<file path="config.mk">
export PLATFORM = sky130hd
export DESIGN_NAME = proc_control_fsm
export DESIGN_NICKNAME = d
export VERILOG_FILES = /design/src/rtl/proc_pkg.sv /design/src/rtl/proc_dec2to4.sv /design/src/rtl/proc_control_fsm.sv
export SDC_FILE = /design/constraint.sdc
export NUM_CORES = 1
export LEC_CHECK = 0
export CAP_MARGIN = 0
export CORE_MARGIN = 2
export CORE_UTILIZATION = 34
export CTS_CLUSTER_SIZE = 40
export DETAILED_ROUTE_END_ITERATION = 16
export HOLD_SLACK_MARGIN = 0.1
export PLACE_DENSITY = 0.74
export SYNTH_ARGS = -nofsm -noshare
export SYNTH_HDL_FRONTEND = slang
export SYNTH_SLANG_ARGS = --single-unit
</file>
<file path="constraint.sdc">
create_clock -name clock -period 1.7 [get_ports clock]
set_input_delay 0.255 -clock clock [delete_from_list [all_inputs] [get_ports clock]]
set_output_delay 0.255 -clock clock [all_outputs]
set_load 0.05 [all_outputs]
</file>
<file path="src/rtl/proc_pkg.sv">
// ============================================================================
// proc_pkg: shared opcodes, IR field positions and state encoding
// Rev 1.0
// ============================================================================
`default_nettype none

package proc_pkg;

  localparam int NREG = 4;
  localparam int IR_W = 7;

  localparam int OP_HI = 6;
  localparam int OP_LO = 4;
  localparam int X_HI  = 3;
  localparam int X_LO  = 2;
  localparam int Y_HI  = 1;
  localparam int Y_LO  = 0;

  localparam logic [2:0] OP_MV  = 3'b000;
  localparam logic [2:0] OP_MVI = 3'b001;
  localparam logic [2:0] OP_ADD = 3'b010;
  localparam logic [2:0] OP_SUB = 3'b011;

  typedef enum logic [1:0] {
    T0 = 2'd0,
    T1 = 2'd1,
    T2 = 2'd2,
    T3 = 2'd3
  } state_t;

endpackage

`default_nettype wire

</file>
<file path="src/rtl/proc_dec2to4.sv">
// ============================================================================
// proc_dec2to4: 2-bit index to one-hot-4 decoder with enable
// Rev 1.0
// ============================================================================
`default_nettype none

module proc_dec2to4 (
  input  logic       en,
  input  logic [1:0] sel,
  output logic [3:0] onehot
);

  always_comb begin
    onehot = '0;
    if (en) onehot[sel] = 1'b1;
  end

endmodule

`default_nettype wire

</file>
<file path="src/rtl/proc_control_fsm.sv">
// ============================================================================
// proc_control_fsm: T0-T3 multicycle control unit for the 4-register datapath
// Rev 1.0
// ============================================================================
`default_nettype none

module proc_control_fsm #(
  parameter int DATA_W = 16,
  parameter int NREG   = 4
) (
  input  logic              clock,
  input  logic              reset,
  input  logic              run,
  input  logic [DATA_W-1:0] din,
  output logic              ir_in,
  output logic [NREG-1:0]   r_in,
  output logic [NREG-1:0]   r_out,
  output logic              din_out,
  output logic              a_in,
  output logic              g_in,
  output logic              g_out,
  output logic              add_sub,
  output logic              done,
  output logic              busy
);

  import proc_pkg::*;

  state_t           state_q, state_d;
  logic [IR_W-1:0]  ir_q, ir_d;

  logic [2:0] w_op;
  logic [1:0] w_x;
  logic [1:0] w_y;
  logic       w_rin_en;
  logic       w_rout_en;
  logic       w_rout_sel_y;
  logic [1:0] w_rout_sel;

  assign w_op = ir_q[OP_HI:OP_LO];
  assign w_x  = ir_q[X_HI:X_LO];
  assign w_y  = ir_q[Y_HI:Y_LO];

  generate
    if (DATA_W > IR_W) begin : g_unused_din
      logic unused_din_hi;
      assign unused_din_hi = ^din[DATA_W-1:IR_W];
    end
  endgenerate

  always_comb begin
    state_d      = state_q;
    ir_d         = ir_q;
    ir_in        = 1'b0;
    din_out      = 1'b0;
    a_in         = 1'b0;
    g_in         = 1'b0;
    g_out        = 1'b0;
    add_sub      = 1'b0;
    done         = 1'b0;
    w_rin_en     = 1'b0;
    w_rout_en    = 1'b0;
    w_rout_sel_y = 1'b0;

    case (state_q)
      T0: begin
        // Gating with reset keeps ir_in low while reset is held with run high.
        if (run && !reset) begin
          ir_in   = 1'b1;
          ir_d    = din[IR_W-1:0];
          state_d = T1;
        end
      end
      T1: begin
        case (w_op)
          OP_MV: begin
            w_rout_en    = 1'b1;
            w_rout_sel_y = 1'b1;
            w_rin_en     = 1'b1;
            done         = 1'b1;
            state_d      = T0;
          end
          OP_MVI: begin
            din_out  = 1'b1;
            w_rin_en = 1'b1;
            done     = 1'b1;
            state_d  = T0;
          end
          OP_ADD, OP_SUB: begin
            w_rout_en = 1'b1;
            a_in      = 1'b1;
            state_d   = T2;
          end
          default: begin
            done    = 1'b1;
            state_d = T0;
          end
        endcase
      end
      T2: begin
        w_rout_en    = 1'b1;
        w_rout_sel_y = 1'b1;
        g_in         = 1'b1;
        add_sub      = (w_op == OP_SUB);
        state_d      = T3;
      end
      T3: begin
        g_out    = 1'b1;
        w_rin_en = 1'b1;
        done     = 1'b1;
        state_d  = T0;
      end
      default: state_d = T0;
    endcase
  end

  assign busy       = (state_q != T0);
  assign w_rout_sel = w_rout_sel_y ? w_y : w_x;

  proc_dec2to4 u_dec_rin (
    .en     (w_rin_en),
    .sel    (w_x),
    .onehot (r_in)
  );

  proc_dec2to4 u_dec_rout (
    .en     (w_rout_en),
    .sel    (w_rout_sel),
    .onehot (r_out)
  );

  always_ff @(posedge clock or posedge reset) begin
    if (reset) begin
      state_q <= T0;
      ir_q    <= '0;
    end else begin
      state_q <= state_d;
      ir_q    <= ir_d;
    end
  end

endmodule

`default_nettype wire

</file>
==> flow_summary.ini, run 1 <==
[setup_path]
cp_max_fo = 8
required_ns = 1.44
crit_path_end_kind = output pin
worstSetupStartpointType = flip-flop
critPathArrivalTime_ns = 2.08
criticalPathCategory = reg2out

[power]
ir_drop_v = 0.001676
power.leakage_nw = 0.6751
power_mw = 3.457
powerDensity_nw_per_um2 = 2167

[synth]
synth.distinct_cells = 27
synth-async-reset-ratio_pct = 100.0
synth.net_count = 90
synth_common_cells = 9 x dfrtp_1, 8 x mux2_2, 7 x inv_1
synth_seq_cells = 9
synthMostInstantiatedCell = dfrtp_1
syn_area_sq_um = 655.6
yosys.area.top_type_share_pct = 34.35
yosysWarnings = 0
syn_inst = 66
synth_area_leaders = dfrtp_1 34%, mux2_2 14%, ha_1 9.5%
synth_area_per_cell_sq_um = 9.934
yosys.area.top_type = dfrtp_1
synth-main-ff-cell = dfrtp_1
synth-edff-count = 0
ys_seq_area_share_pct = 34.35

[global_route]
grt_pass1_wl_um = 4084
grt_pass1_vias = 782
grt_use_total_pct = 27.00
grt_max_degree = 10
antenna_found_initial = 0
gr-total-overflow = 0

[worst_hold_path]
hold_path.class = in2async

[timing]
finalMaxSlewViolations = 0
skew_ns = 0.001104
worst_pin_slew_ns = 0.5276
hold-worst-slack_ns = 0.4170
period_share_pct = 137.4
rsz0062_at_grt = true
post-route-min-period_ns = 2.336
max-slew-margin-rel_pct = 64.68
fin_ws_ns = -0.6358
finalSetupViolCount = 14
hold_viol_final = 0
fmax_mhz = 428.1

[cells_and_area]
multi_input_area_sq_um = 613.1
regArea_sq_um = 226.5
nets = 150
diodes = 0
drive_above_1_share_pct = 71.20
fillers = 83
utilization_pct = 90.43
area_growth_pct = 143.3

[floorplan]
dieArea_sq_um = 2295
core_area_sq_um = 1764
io_pins = 35
start_util_pct = 37.16
fp.dieH_um = 47.91
std_cell_rows = 15
die-width_um = 47.91

[drt]
via_per_inst = 5.320
dr_total_vias = 798
drtAntennaViolNets = 0
drtPass1Iterations = 4
routedWlPerCell_um = 18.48
wl_um = 2772
route.detailed.drc = 0
dr.first_iter.drc_count = 17

[job]
cap_viol_max_count = 0

[place]
gp_congestion = 0.8358
portBuffers = 25
dp_hpwl_um = 1567
dp_worst_setup_slack_ns = -0.3076

[clock_network]
clock_latency_ns = 0.27
ctsRootBufferMaster = clkbuf_4
cts.sinks = 9
tritoncts = built
htreeDepth = 1
cts_buffers = 3
clkSlewWorstSetupHoldPaths_ns = 0.07
ctsLongestPathBuffers = 2

[status]
status = complete, but fails checks
violations = setup timing
[layout by cell type (no fill, tap or decap), drive strengths merged]
cell type	Yosys	routed
clkbuf	0	4
and2	1	1
a211oi	5	5
and2b	1	1
nor2	3	3
nor3b	3	3
inv	7	7
o211ai	1	1
nor4b	1	1
o21ai	3	3
a21oi	1	1
or3	1	1
nand2b	1	1
and3b	1	1
dfrtp	9	9
and3	1	1
buf	1	47
ha	5	5
nand2	3	3
mux2	8	8
nor3	1	1
a31oi	2	2
clkdlybuf4s50	0	9
a21o	1	1
or4	1	1
or4b	2	2
nor2b	1	1
nand3	1	1
or2b	1	1
[per-stage QoR]
step	TNS (ns)	std cells	area, sq um
final	-5.070	150	1595
after global routing	-6.179	150	1595
after CTS	-3.960	146	1558
after detailed placement	-1.828	132	1326
after global placement	-1.342	132	1326
after floorplan	-2.753	66	780.7
[area by class of cell]
class | instances | area share, %
clock buffer | 4 | 1.647
inverter | 7 | 1.647
timing repair buffer | 56 | 42.12
tap | 25 | 1.961
sequential | 9 | 14.20
multi-input combinational | 49 | 38.43
[logic make-up after synthesis]
group,synth area share (%)
adders and majority gates,9.542
and+or+nand+nor,24.05
DFF,34.35
AOI/OAI and AO/OA,13.17
muxes,13.74
buffers and inverters,5.154
[worst max-delay path, stage by stage (launching register included)]
cell      delay [ns]
dfrtp_1         0.42
inv_2           0.11
ha_4            0.15
nor4b_4         0.45
o211ai_1        0.24
a211oi_4        0.27
buf_12          0.17
[layer usage]
layer | routed length (um) | vias up | GRT usage, %
met5 | 0 | - | 0
met3 | 111 | 10 | 5.660
met2 | 1453 | 43 | 48.27
met1 | 1135 | 390 | 32.18
met4 | 71 | 0 | 8.108
li1 | - | 355 | -
[where the power goes]
group	switching, mW	leakage, nW	internal [mW]
combinational	1.39	0.553	1.40
clock	0.0895	0.0150	0.0910
sequential	0.169	0.107	0.325
[worst paths after layout]
| check | depth (start not counted) | slack [ns] | to | from |
|---|---|---|---|---|
| max | 6 | -0.64 | r_out[3] | flip-flop |
| min | 3 | 0.42 | state_q[0]$_DFFE_PP0P_ | reset |
| max reg2reg | 8 | 0.02 | ir_q[3]$_DFFE_PP0P_ | flip-flop |
| min reg2reg | 1 | 0.63 | ir_q[0]$_DFFE_PP0P_ | ir_q[0]$_DFFE_PP0P_ |
| max in group asynchronous | 3 | 1.13 | state_q[0]$_DFFE_PP0P_ | reset |
| min in group clock | 2 | 0.59 | ir_q[5]$_DFFE_PP0P_ | din[5] |
[what timing repair did]
action / 4_1_cts / 5_1_grt
pin swaps: 9 / 7
buffers inserted: 10 / 6
hold buffers: 0 / 0
endpoints found under the setup margin: 16 / 14
resized for setup: 30 / 6
(Power assumes the default switching activity.)
==> run 2, diff against run 1 <==
--- a/config.mk
+++ b/config.mk
@@ -10,6 +10,7 @@
 export CORE_UTILIZATION = 34
 export CTS_CLUSTER_SIZE = 40
 export DETAILED_ROUTE_END_ITERATION = 16
+export GPL_TIMING_DRIVEN = 0
 export HOLD_SLACK_MARGIN = 0.1
 export PLACE_DENSITY = 0.74
 export SYNTH_ARGS = -nofsm -noshare
==> run 2 against run 1 <==
Effect of this change:
- first-iteration DRC count down 71%
- non-clock buffer count decreased by 15
- via count is 18% lower
- the flow still finishes with violations (setup timing)
- critical endpoint is now r_out[2]
- combinational power fell by 31%
- global-route usage decreased by 12 points
- register-to-register slack gained 0.11 ns
- wire length fell by 36%
- power shrank 24%
- clock skew shrank 0.00062 ns
- largest power group unchanged
==> flow_summary.ini, run 2 (same netlist as run 1, synthesis figures left out) <==
[status]
status = complete, but fails checks
violations = setup timing

[global_route]
antenna_found_initial = 0
grt_max_degree = 11
grt_pass1_vias = 569
gr-total-overflow = 0
grt_pass1_wl_um = 2435
grt_use_total_pct = 15.01

[setup_path]
worstPathCellList = inv_2, ha_4, buf_6, or4b_4, a211oi_4, buf_6
criticalPathCategory = reg2out
crit_path_end_kind = output pin
critPathLaunch = state_q[0]$_DFFE_PP0P_
path_delay_family = simple AND/OR/NAND/NOR gates
critPathArrivalTime_ns = 1.98
cpMostUsedCell = buf_6
cpMaxStageDelayCell = or4b_4
worstSetupStartpointType = flip-flop
required_ns = 1.44
worst-path-buf-inv = 3
slowest_delay_ns = 0.52
cp_max_fo = 5
r2r_start = state_q[0]$_DFFE_PP0P_

[drt]
drtPass1Iterations = 4
dr.first_iter.drc_count = 5
drtAntennaViolNets = 0
dr_total_vias = 653
route.detailed.drc = 0
routedWlPerCell_um = 13.06
via_per_inst = 4.837
wl_um = 1763

[clock_network]
tritoncts = built
ctsRootBufferMaster = clkbuf_4
clkSlewWorstSetupHoldPaths_ns = 0.06
clock_latency_ns = 0.25
cts_buffers = 3
ctsHoldBuffers = 0
htreeDepth = 1
ctsLongestPathBuffers = 2
cts.sinks = 9

[place]
dp_hpwl_um = 1136
dp_worst_setup_slack_ns = -1.005
portBuffers = 25
gp_congestion = 0.7773

[floorplan]
core_area_sq_um = 1764
io_pins = 35
std_cell_rows = 15
start_util_pct = 37.16
fp.dieH_um = 47.91
die-width_um = 47.91
dieArea_sq_um = 2295

[timing]
period_share_pct = 131.7
skew_ns = 0.0004878
fmax_mhz = 446.5
post-route-min-period_ns = 2.240
finalMaxSlewViolations = 0
finalSetupViolCount = 10
rsz0062_at_grt = true
hold_viol_final = 0
hold-worst-slack_ns = 0.4133
max-slew-margin-rel_pct = 60.99
fin_ws_ns = -0.5397
worst_pin_slew_ns = 0.5833

[cells_and_area]
layout_common_cells = 14 x buf_4, 13 x buf_6, 9 x clkdlybuf4s50_1
nets = 135
multi_input_area_sq_um = 584.3
area_growth_pct = 94.85
diodes = 0
layout_commonest_cell = buf_4
fillers = 137
utilization_pct = 72.41
regArea_sq_um = 226.5
drive_above_1_share_pct = 66.36

[power]
powerDensity_nw_per_um2 = 2060
power.leakage_nw = 0.5366
power_mw = 2.631
ir_drop_v = 0.001343

[worst_hold_path]
hold_path.class = in2async

[job]
cap_viol_max_count = 0
## run 2: area by class of cell
type / instances / area share [%]
Multi-Input combinational cell: 49 / 45.74
Timing Repair Buffer: 40 / 28.60
Sequential cell: 9 / 17.73
Inverter: 7 / 2.547
Tap cell: 25 / 2.449
Clock buffer: 4 / 2.057
Buffer: 1 / 0.8815
## run 2: power breakdown
part	switching, mW	internal, mW
logic	1.06	0.854
clock network	0.0729	0.0904
registers	0.234	0.323
## run 2: final timing paths
kind                                              end  slack, ns  cells after the start
max in group asynchronous  asynchronous set/reset pin       1.14                      3
min in group clock                ir_q[0]$_DFFE_PP0P_       0.58                      1
setup reg to reg                  ir_q[0]$_DFFE_PP0P_       0.13                      7
hold / removal                    ir_q[6]$_DFFE_PP0P_       0.41                      3
hold reg to reg                   ir_q[0]$_DFFE_PP0P_       0.58                      1
setup / recovery                             r_out[2]      -0.54                      6
## run 2: timing repair
action                     4_1_cts  5_1_grt
buffers inserted                 4       10
hold endpoints to repair         0        0
pin swaps                        4        3
cloned                           0        1
setup endpoints to repair       16       14
resized for setup              100       25
## run 2: per-layer routing
layer | part of all wire, % | track usage [%] | vias to the layer above
li1 | - | - | 321
met1 | 41 | 18.43 | 317
met2 | 55 | 28.27 | 15
met3 | 3.4 | 2.264 | 0
met4 | 0 | 1.622 | 0
met5 | 0 | 0 | -
## run 2: per-stage QoR
| stage | cell area [sq um] | TNS [ns] | std cells |
|---|---|---|---|
| after floorplan | 780.7 | -2.753 | 66 |
| after global placement | 1062 | -10.20 | 116 |
| after detailed placement | 1062 | -10.70 | 116 |
| after CTS | 1129 | -3.681 | 124 |
| after global routing | 1277 | -4.211 | 135 |
| final | 1277 | -3.425 | 135 |
## run 2: worst min-delay path, stage by stage
cell and delay (ns):
clkdlybuf4s50_1 0.46, clkinvlp_4 0.12, buf_4 0.18
